## src/rtl/ss_pkg.sv

```systemverilog
// Shared types for the seven-segment digit scanner.
// Latency: n/a (types and constants only).
// Backpressure: n/a.
// Contents: SS_CODE_W, slot state enum, per-digit store entry.
package ss_pkg;

  localparam int SS_CODE_W = 4;

  typedef enum logic {
    BLANK = 1'b0,
    SHOW  = 1'b1
  } ss_state_t;

  // code bit 0 is the MSB so it lines up with the driver's a[0:3].
  typedef struct packed {
    logic [0:SS_CODE_W-1] code;
    logic                 vis;
    logic                 blink;
  } ss_entry_t;

endpackage

```

## src/rtl/ss_scanner_if.sv

```systemverilog
// Write port into the digit store plus the scanned outputs toward the segment driver.
// Latency: n/a (signal bundle only).
// Backpressure: none; writes are fire-and-forget strobes, outputs are free-running.
// Ports: master = game logic side (drives wr_*), slave = scanner (drives outputs).
// Build option: SS_SCANNER_BLINK_EN adds wr_blink.
interface ss_scanner_if #(
  parameter int NUM_DIGITS = 4,
  parameter int ADDR_W     = $clog2(NUM_DIGITS)
);
  import ss_pkg::*;

  logic                  wr_en;
  logic [ADDR_W-1:0]     wr_addr;
  logic [0:SS_CODE_W-1]  wr_code;
  logic                  wr_vis;
`ifdef SS_SCANNER_BLINK_EN
  logic                  wr_blink;
`endif
  logic [0:SS_CODE_W-1]  code_out;
  logic                  seg_enable;
  logic [NUM_DIGITS-1:0] digit_sel_n;
  logic                  frame_tick;

  modport master (
`ifdef SS_SCANNER_BLINK_EN
    output wr_blink,
`endif
    output wr_en, wr_addr, wr_code, wr_vis,
    input  code_out, seg_enable, digit_sel_n, frame_tick
  );

  modport slave (
`ifdef SS_SCANNER_BLINK_EN
    input  wr_blink,
`endif
    input  wr_en, wr_addr, wr_code, wr_vis,
    output code_out, seg_enable, digit_sel_n, frame_tick
  );

endinterface

```

## src/rtl/ss_slot_timer.sv

```systemverilog
// Slot counter and BLANK/SHOW sequencing for one digit slot of PRESCALE cycles.
// Latency: o_slot_end / o_in_show are combinational from the current count.
// Backpressure: none; free-running from reset release.
// Ports: clk, rst_n; o_slot_end = last cycle of the slot;
//        o_in_show = state entered at the next edge is SHOW.
module ss_slot_timer
  import ss_pkg::*;
#(
  parameter int PRESCALE     = 50000,
  parameter int BLANK_CYCLES = 16
) (
  input  logic clk,
  input  logic rst_n,
  output logic o_slot_end,
  output logic o_in_show
);

  localparam int CNT_W = (PRESCALE > 1) ? $clog2(PRESCALE) : 1;
  localparam logic [CNT_W-1:0] LAST_CNT  = CNT_W'(PRESCALE - 1);
  localparam logic [CNT_W:0]   BLANK_END = (CNT_W + 1)'(BLANK_CYCLES);

  logic [CNT_W-1:0] r_cnt;
  ss_state_t        r_state;
  logic [CNT_W:0]   w_cnt_inc;
  logic             w_slot_end;
  ss_state_t        w_state_nxt;

  // One extra bit so cnt+1 never wraps before the compare.
  assign w_cnt_inc  = {1'b0, r_cnt} + 1'b1;
  assign w_slot_end = (r_cnt == LAST_CNT);

  always_comb begin
    w_state_nxt = r_state;
    if (w_slot_end)
      w_state_nxt = BLANK;
    else if (w_cnt_inc == BLANK_END)
      w_state_nxt = SHOW;
  end

  always_ff @(posedge clk or negedge rst_n) begin
    if (!rst_n) begin
      r_cnt   <= '0;
      r_state <= BLANK;
    end else begin
      r_cnt   <= w_slot_end ? '0 : w_cnt_inc[CNT_W-1:0];
      r_state <= w_state_nxt;
    end
  end

  // The scanner registers its outputs from the upcoming state, so expose that.
  assign o_slot_end = w_slot_end;
  assign o_in_show  = (w_state_nxt == SHOW);

endmodule

```

## src/rtl/ss_scanner.sv

```systemverilog
// Time-multiplexed digit scanner feeding the shared seven-segment driver.
// Latency: outputs registered; a store write at edge k is visible at edge k+1.
// Backpressure: none; writes always accepted (out-of-range addresses dropped).
// Ports: clk, rst_n (async, active-low), bus (ss_scanner_if.slave):
//        wr_en/wr_addr/wr_code/wr_vis[/wr_blink] in; code_out, seg_enable,
//        digit_sel_n (one-hot low), frame_tick out.
// Build option: SS_SCANNER_BLINK_EN adds per-digit blink and BLINK_FRAMES.
module ss_scanner
  import ss_pkg::*;
#(
  parameter int NUM_DIGITS   = 4,
  parameter int PRESCALE     = 50000,
  parameter int BLANK_CYCLES = 16,
  parameter int ADDR_W       = $clog2(NUM_DIGITS)
`ifdef SS_SCANNER_BLINK_EN
  , parameter int BLINK_FRAMES = 64
`endif
) (
  input  logic        clk,
  input  logic        rst_n,
  ss_scanner_if.slave bus
);

  localparam int IDX_W = $clog2(NUM_DIGITS);
  localparam logic [IDX_W-1:0]      LAST_IDX = IDX_W'(NUM_DIGITS - 1);
  localparam logic [NUM_DIGITS-1:0] SEL_ONE  = NUM_DIGITS'(1);

  ss_entry_t             r_store [NUM_DIGITS];
  logic [IDX_W-1:0]      r_idx;
  logic [0:SS_CODE_W-1]  r_code;
  logic                  r_seg_en;
  logic [NUM_DIGITS-1:0] r_sel_n;
  logic                  r_tick;

  logic                  w_slot_end;
  logic                  w_in_show;
  logic                  w_frame_end;
  logic                  w_wr_ok;
  logic                  w_wr_blink;
  logic                  w_blank_gate;
  logic [IDX_W-1:0]      w_idx_nxt;
  ss_entry_t             w_entry;

  ss_slot_timer #(
    .PRESCALE     (PRESCALE),
    .BLANK_CYCLES (BLANK_CYCLES)
  ) u_timer (
    .clk        (clk),
    .rst_n      (rst_n),
    .o_slot_end (w_slot_end),
    .o_in_show  (w_in_show)
  );

  // ---------------- digit store ----------------
  assign w_wr_ok = bus.wr_en && (int'(bus.wr_addr) < NUM_DIGITS);

`ifdef SS_SCANNER_BLINK_EN
  assign w_wr_blink = bus.wr_blink;
`else
  assign w_wr_blink = 1'b0;
`endif

  always_ff @(posedge clk or negedge rst_n) begin
    if (!rst_n) begin
      for (int i = 0; i < NUM_DIGITS; i++)
        r_store[i] <= '0;
    end else if (w_wr_ok) begin
      r_store[bus.wr_addr[IDX_W-1:0]] <= '{code: bus.wr_code, vis: bus.wr_vis, blink: w_wr_blink};
    end
  end

  // ---------------- digit index ----------------
  assign w_frame_end = w_slot_end && (r_idx == LAST_IDX);

  always_comb begin
    w_idx_nxt = r_idx;
    if (w_slot_end)
      w_idx_nxt = (r_idx == LAST_IDX) ? '0 : r_idx + 1'b1;
  end

  always_ff @(posedge clk or negedge rst_n) begin
    if (!rst_n)
      r_idx <= '0;
    else
      r_idx <= w_idx_nxt;
  end

  // Outputs follow the digit about to be active but the store as it stood
  // before this edge, giving the one-cycle write-to-display latency.
  assign w_entry = r_store[w_idx_nxt];

  // ---------------- blink phase ----------------
`ifdef SS_SCANNER_BLINK_EN
  localparam int BF_W = (BLINK_FRAMES > 1) ? $clog2(BLINK_FRAMES) : 1;
  localparam logic [BF_W-1:0] BF_LAST = BF_W'(BLINK_FRAMES - 1);

  logic [BF_W-1:0] r_bf_cnt;
  logic            r_blink_on;
  logic            w_phase_wrap;
  logic            w_blink_on_nxt;

  assign w_phase_wrap   = w_frame_end && (r_bf_cnt == BF_LAST);
  assign w_blink_on_nxt = w_phase_wrap ? ~r_blink_on : r_blink_on;

  always_ff @(posedge clk or negedge rst_n) begin
    if (!rst_n) begin
      r_bf_cnt   <= '0;
      r_blink_on <= 1'b1;
    end else if (w_frame_end) begin
      r_bf_cnt   <= w_phase_wrap ? '0 : r_bf_cnt + 1'b1;
      r_blink_on <= w_blink_on_nxt;
    end
  end

  // Use the phase being entered so the toggle lines up with the frame boundary.
  assign w_blank_gate = w_entry.blink && !w_blink_on_nxt;
`else
  logic w_unused_blink;
  // Stored blink bit has no consumer without blink support.
  assign w_unused_blink = w_entry.blink;
  assign w_blank_gate   = 1'b0;
`endif

  // ---------------- output registers ----------------
  always_ff @(posedge clk or negedge rst_n) begin
    if (!rst_n) begin
      r_code   <= '0;
      r_seg_en <= 1'b0;
      r_sel_n  <= '1;
      r_tick   <= 1'b0;
    end else begin
      r_code   <= w_entry.code;
      r_seg_en <= w_in_show && w_entry.vis && !w_blank_gate;
      r_sel_n  <= w_in_show ? ~(SEL_ONE << w_idx_nxt) : '1;
      r_tick   <= w_frame_end;
    end
  end

  assign bus.code_out    = r_code;
  assign bus.seg_enable  = r_seg_en;
  assign bus.digit_sel_n = r_sel_n;
  assign bus.frame_tick  = r_tick;

endmodule

```

## src/flat_wrapper.sv

```systemverilog
// flat-port wrapper written by rule: the top's interface ports become plain ports
module ss_scanner_flat import ss_pkg::*;
#(
  parameter int NUM_DIGITS   = 4,
  parameter int PRESCALE     = 50000,
  parameter int BLANK_CYCLES = 16,
  parameter int ADDR_W       = $clog2(NUM_DIGITS)

)
  (clk, rst_n, bus_wr_en, bus_wr_addr, bus_wr_code, bus_wr_vis, bus_code_out, bus_seg_enable, bus_digit_sel_n, bus_frame_tick);
  ss_scanner_if #(.NUM_DIGITS(NUM_DIGITS), .ADDR_W(ADDR_W)) bus_i ();
  input  logic clk;
  input  logic rst_n;
  input wire logic [$bits(bus_i.wr_en)-1:0] bus_wr_en;
  input wire logic [$bits(bus_i.wr_addr)-1:0] bus_wr_addr;
  input wire logic [$bits(bus_i.wr_code)-1:0] bus_wr_code;
  input wire logic [$bits(bus_i.wr_vis)-1:0] bus_wr_vis;
  output wire logic [$bits(bus_i.code_out)-1:0] bus_code_out;
  output wire logic [$bits(bus_i.seg_enable)-1:0] bus_seg_enable;
  output wire logic [$bits(bus_i.digit_sel_n)-1:0] bus_digit_sel_n;
  output wire logic [$bits(bus_i.frame_tick)-1:0] bus_frame_tick;
  assign bus_i.wr_en = bus_wr_en;
  assign bus_i.wr_addr = bus_wr_addr;
  assign bus_i.wr_code = bus_wr_code;
  assign bus_i.wr_vis = bus_wr_vis;
  assign bus_code_out = bus_i.code_out;
  assign bus_seg_enable = bus_i.seg_enable;
  assign bus_digit_sel_n = bus_i.digit_sel_n;
  assign bus_frame_tick = bus_i.frame_tick;
  ss_scanner #(.NUM_DIGITS(NUM_DIGITS), .PRESCALE(PRESCALE), .BLANK_CYCLES(BLANK_CYCLES), .ADDR_W(ADDR_W)) u_core (.clk(clk), .rst_n(rst_n), .bus(bus_i));
endmodule
```

## config.mk

```make
export PLATFORM = sky130hd
export DESIGN_NAME = ss_scanner_flat
export DESIGN_NICKNAME = d
export VERILOG_FILES = /design/src/rtl/ss_pkg.sv /design/src/rtl/ss_scanner_if.sv /design/src/rtl/ss_slot_timer.sv /design/src/rtl/ss_scanner.sv /design/src/flat_wrapper.sv
export SDC_FILE = /design/constraint.sdc
export NUM_CORES = 1
export LEC_CHECK = 0
export CAP_MARGIN = 20
export CORE_ASPECT_RATIO = 2
export CORE_MARGIN = 10
export CORE_UTILIZATION = 50
export DETAILED_ROUTE_END_ITERATION = 8
export HOLD_SLACK_MARGIN = 0.06
export PLACE_DENSITY = 0.77
export SYNTH_ARGS = -nofsm -noshare
export SYNTH_HDL_FRONTEND = slang
export SYNTH_SLANG_ARGS = --single-unit
```

## constraint.sdc

```tcl
create_clock -name clk -period 2.7 [get_ports clk]
set_input_delay 0.54 -clock clk [delete_from_list [all_inputs] [get_ports clk]]
set_output_delay 0.54 -clock clk [all_outputs]
set_load 0.03 [all_outputs]
```

==> run metrics, run 1 <==
status=finished, final reports clean; Clock Pin Slew Worst Setup and Hold Paths=0.09 ns; Layout Cells excl Fill=262; gr usage total=0.117; Synth cell types=37; CP Class=reg -> reg; multiplexer area fraction after synthesis=0.173; worst setup margin=0.280 ns; post-synth top area share=0.497; Post CTS Setup Buffer Count=0; startpoint types=flip-flop; switching share of power=0.240; storage element area=1230 µm²; Starting DRT DRC Count=65; # DRC=0; crit path time final=2.42 ns; Synth Warn #=0; skew final=0.0110 ns; I/O pin total=20; Core Box Area=4380 µm²; IO buf count=19; post-synthesis cell count=185; RePlAce Congestion=0.880; Pint=1.11 mW; Fmax=413 MHz; Ant. Diodes=0; met1 WL=1560 µm; setup TNS=0 ns; LEAKAGE=1.19 nW; number of global-route vias before repair=1554; Vias/cell=5.54; Die Wd=67.6 µm; CP endpoint kind=flip-flop; Initial Utilization=0.517; cts-stage hold buffer count=0; worst-path maximum fanout=7; RSZ-0062 raised after global routing=false; sequential share of the synthesized area=0.543; Core Rows=34; Final Max Slew Viols=0; period utilization=0.896; power share of the combinational group=0.125; Simple-Gate Fraction of Synth Area=0.139; Final setup viols=0; root buffer cell=clkbuf_8; Most used DFF post-synth=dfrtp_1; Post-Syn Area=2270 µm²; multi-input logic area=966 µm²; met3 routed WL=127 µm; CTS resizes=0; synth cell count leaders=dfrtp_1 (45), mux2_2 (20), mux2i_1 (13), nor2_1 (13), xnor2_1 (11); CTS Buf Count=5; worst-margin pin slew=0.608 ns; Fillers=367; Worst R2R End=u_core.bus.seg_enable; Die H=115 µm; total gr overflow=0; P_sw=0.350 mW; Clk pwr share=0.304; Final Total Pwr=1.46 mW; largest family of logic cells by synthesized area=multiplexers; Clk Latency, worst-skew pair=0.30 ns; largest net degree at the start of global routing=50; fin area=2600 µm²; count leader, synth=dfrtp_1; drt wl/cell=15.8 µm; Clock Tree Buf Depth=2; area leader, netlist=dfrtp_1; Post-synth EDFFs=0; syn_area_per_cell=12.3 µm²; pre-CTS WS=0.320 ns; worst reg-to-reg setup slack=0.28 ns; met2 routed WL=2380 µm; Hold Crit Class=in -> async; CTS tree=done; worst path arrival time=2.61 ns; die footprint=7790 µm²; Crit path required time=2.89 ns; fin nets=219; xor/xnor share of the synthesized area=0.0734; H-tree depth=2; flops & latches, synth=49; final WL=4140 µm; total nets after synthesis=197; Area Overhead vs Synth=14.6%; peak supply drop=415 µV; Max Cap Viol=0; post-detail-place hpwl=3090 µm; top sig layer=met4; Reg-to-Reg Start=u_core.u_timer.r_cnt[0]; Adder-Cell Fraction of Synth Area=0.0110; Post-DP Area=2500 µm²; fraction of layout cells with a size suffix above 1=0.197; first-pass GRT wire length=7250 µm; Synth area leaders=dfrtp_1 (50%), mux2_2 (9.9%), mux2i_1 (5.7%), dfstp_2 (4.6%), xnor2_1 (4.2%); placed cell count=254; share of flip-flops with an asynchronous set or reset=1.00; max_slew headroom=0.595; Seq pwr share=0.571; Antenna Nets Post-Route=0; initial antenna violation count=0; CTS sink count=49; Compound-Gate Fraction of Synth Area=0.0304; R2R depth=6; pwr dens=563 nW/µm²; Fin. Hold Viols=0; DR pass1 iterations=4; via count=1452
-- cells by family (layout without fill, tap and decap cells) --
kind of cell | count (synthesis) | after routing
simple gates | 58 | 58
flops | 49 | 49
mux | 35 | 35
xor+xnor | 19 | 19
buf+inv | 13 | 36
compound gates | 9 | 9
fa+ha+maj | 2 | 2
-- power groups by stage --
stage               combinational [mW]  clock, mW  sequential, mW
floorplan                       0.0825          0           0.871
global placement                 0.182          0           0.848
detailed placement               0.187          0           0.850
CTS                              0.187      0.464           0.836
global route                     0.199      0.497           0.845
finish                           0.182      0.445           0.835
-- routing by layer --
layer	GRT usage	up-vias
li1	-	697
met1	0.121	719
met2	0.213	28
met3	0.0273	8
met4	0.0455	0
met5	0	-
-- cells in the final DEF, fill, tap and decap left out, types with 3 or more instances in the layout --
master	n
clkbuf_8	6
mux2i_1	13
clkdlybuf4s50_1	18
dfrtp_1	45
nor2_1	13
nand2_1	6
dfstp_2	4
mux2_2	20
nand3b_1	4
and4_1	3
nand3_1	10
xor2_1	8
xnor2_1	11
nor3_1	5
inv_1	4
nand4_1	5
buf_4	5
-- how the worst max path moves through the flow --
stage	from	to	slack [ns]	cells past startpoint
5_1_grt	u_core.u_timer.r_cnt[0]	u_core.bus.seg_enable	0.18	6
6_report	u_core.u_timer.r_cnt[0]	u_core.bus.seg_enable	0.28	6
4_1_cts	u_core.u_timer.r_cnt[0]	u_core.bus.seg_enable	0.27	6
3_3_place_gp	u_core.u_timer.r_cnt[0]	u_core.bus.seg_enable	0.39	6
3_5_place_dp	u_core.u_timer.r_cnt[0]	u_core.bus.seg_enable	0.32	6
2_1_floorplan	u_core.u_timer.r_cnt[0]	u_core.bus.seg_enable	0.35	9
-- final cells by class --
class                   count  share of cell area
flip-flops and latches     49               0.474
inverters                   4             0.00578
clock inverters             2             0.00530
multi-input cells         123               0.372
clock buffers               6              0.0318
well taps                  54              0.0260
repair buffers             24              0.0857
-- stage by stage --
stage	util	hold WS (ns)
3_3_place_gp	0.571	0.482
4_1_cts	0.593	0.349
2_1_floorplan	-	0.244
6_report	0.593	0.329
5_1_grt	0.593	0.376
3_5_place_dp	0.571	0.491
-- state kept, by name (all words and copies together), names as in the netlist --
name	cells
u_core.r_store	20
u_core.bus.frame_tick	1
u_core.u_timer.r_state	1
u_core.u_timer.r_cnt	16
u_core.bus.digit_sel_n	4
u_core.r_idx	2
u_core.bus.seg_enable	1
u_core.bus.code_out	4
-- critical path: stages, from the launching register on --
cell	delay [ns]
dfrtp_1	0.45
ha_1	0.26
and3_1	0.35
and4_1	0.28
mux2i_1	0.29
mux4_2	0.52
and2_1	0.16
(Power assumes the default switching activity.)
==> run 2: changes to the inputs <==
--- a/config.mk
+++ b/config.mk
@@ -8,10 +8,10 @@
 export CAP_MARGIN = 20
 export CORE_ASPECT_RATIO = 2
 export CORE_MARGIN = 10
-export CORE_UTILIZATION = 50
+export CORE_UTILIZATION = 57
 export DETAILED_ROUTE_END_ITERATION = 8
 export HOLD_SLACK_MARGIN = 0.06
-export PLACE_DENSITY = 0.77
+export PLACE_DENSITY = 0.85
 export SYNTH_ARGS = -nofsm -noshare
 export SYNTH_HDL_FRONTEND = slang
 export SYNTH_SLANG_ARGS = --single-unit
==> run metrics, run 2 (same netlist as run 1, synthesis figures left out) <==
period utilization=0.862; Hold Crit Class=in -> async; peak supply drop=473 µV; Most flops, register=u_core.r_store; Core Box Area=3840 µm²; # DRC=0; worst setup margin=0.374 ns; Core Rows=32; post-layout util=0.675; max_slew headroom=0.716; Post CTS Setup Buffer Count=0; Largest register FFs=20; crit path to=u_core.bus.seg_enable; setup TNS=0 ns; placed cell count=252; P_sw=0.372 mW; startpoint types=flip-flop; skew final=0.00579 ns; switching share of power=0.255; IO buf count=19; crit path time final=2.33 ns; Clk Latency, worst-skew pair=0.31 ns; Layout Cells excl Fill=260; Antenna Nets Post-Route=0; CP Launch Point=u_core.u_timer.r_cnt[10]; number of global-route vias before repair=1586; Starting DRT DRC Count=102; Clock Tree Buf Depth=2; gr usage total=0.140; H-tree depth=2; CTS Buf Count=5; Vias/cell=5.84; power share of the combinational group=0.129; CP endpoint kind=flip-flop; DR pass1 iterations=4; CP Class=reg -> reg; CTS resizes=0; initial antenna violation count=0; LEAKAGE=1.19 nW; worst-path maximum fanout=6; worst reg-to-reg setup slack=0.37 ns; Crit path required time=2.90 ns; pre-CTS WS=0.459 ns; I/O pin total=20; Fin. Hold Viols=0; via count=1519; Reg-to-Reg Start=u_core.u_timer.r_cnt[10]; status=finished, final reports clean; Clock Pin Slew Worst Setup and Hold Paths=0.09 ns; total gr overflow=0; largest net degree at the start of global routing=32; RSZ-0062 raised after global routing=false; worst path arrival time=2.53 ns; Worst R2R End=u_core.bus.seg_enable; die footprint=7050 µm²; Fmax=430 MHz; largest registers=u_core.r_store: 20 flops, u_core.u_timer.r_cnt: 16 flops; pwr dens=563 nW/µm²; fin nets=220; RePlAce Congestion=0.914; Final setup viols=0; CTS tree=done; R2R depth=5; Ant. Diodes=0; cts-stage hold buffer count=0; leading cell type in the layout, fill and taps excluded=dfrtp_1; CTS sink count=49; Clk pwr share=0.295; root buffer cell=clkbuf_8; Die H=109 µm; Pint=1.09 mW; Die Wd=64.6 µm; Max Cap Viol=0; final WL=4630 µm; Area Overhead vs Synth=14.5%; worst-margin pin slew=0.420 ns; Seq pwr share=0.575; most frequent cells in the layout=dfrtp_1 (45), mux2_2 (20), clkdlybuf4s50_1 (18), nor2_1 (13), mux2i_1 (13); post-detail-place hpwl=3540 µm; Final Max Slew Viols=0; first-pass GRT wire length=7690 µm; drt wl/cell=17.8 µm; Initial Utilization=0.590; fraction of layout cells with a size suffix above 1=0.201
run 2: layout make-up:
type | count | area (µm²)
clock buffers | 5 | 68.8
multi-input cells | 123 | 966
fillers | 302 | 1250
repair buffers | 25 | 230
well taps | 51 | 63.8
flip-flops and latches | 49 | 1230
clock inverters | 3 | 21.3
inverters | 4 | 15.0
run 2: worst min-delay path by stage:
stage                              end  slack, ns  cells after the start
4_1_cts         u_core.bus.code_out[3]       0.15                      1
5_1_grt        u_core.u_timer.r_cnt[3]       0.15                      1
6_report       u_core.u_timer.r_cnt[3]       0.15                      1
3_3_place_gp   u_core.u_timer.r_cnt[5]       0.48                      1
2_1_floorplan   u_core.bus.code_out[0]       0.24                      0
3_5_place_dp   u_core.u_timer.r_cnt[5]       0.49                      1
run 2: power groups by stage:
stage          Clock, mW  Combinational (mW)  Sequential, mW
2_1_floorplan          0              0.0825           0.871
3_3_place_gp           0               0.181           0.846
3_5_place_dp           0               0.193           0.854
4_1_cts            0.440               0.193           0.840
5_1_grt            0.465               0.204           0.845
6_report           0.431               0.189           0.840
run 2: metrics by stage:
stage | total power, mW | hold WS [ns] | instance area, µm²
floorplan | 0.953 | 0.244 | 2270
global placement | 1.03 | 0.478 | 2510
detailed placement | 1.05 | 0.488 | 2510
CTS | 1.47 | 0.153 | 2600
global route | 1.51 | 0.154 | 2600
finish | 1.46 | 0.152 | 2600
run 2: per-layer routing:
layer  GRT usage  part of all wire  vias up
li1            -                 -      700
met1       0.138              0.35      746
met2       0.257              0.57       55
met3      0.0319             0.038       18
met4      0.0831             0.039        0
met5           0                 0        -
run 2: worst max-delay path, cell delays in order, from the launching register on:
cell     delay [ns]
dfrtp_1        0.46
nor4b_1        0.45
and4_1         0.30
mux2i_1        0.30
mux4_2         0.55
and2_1         0.17
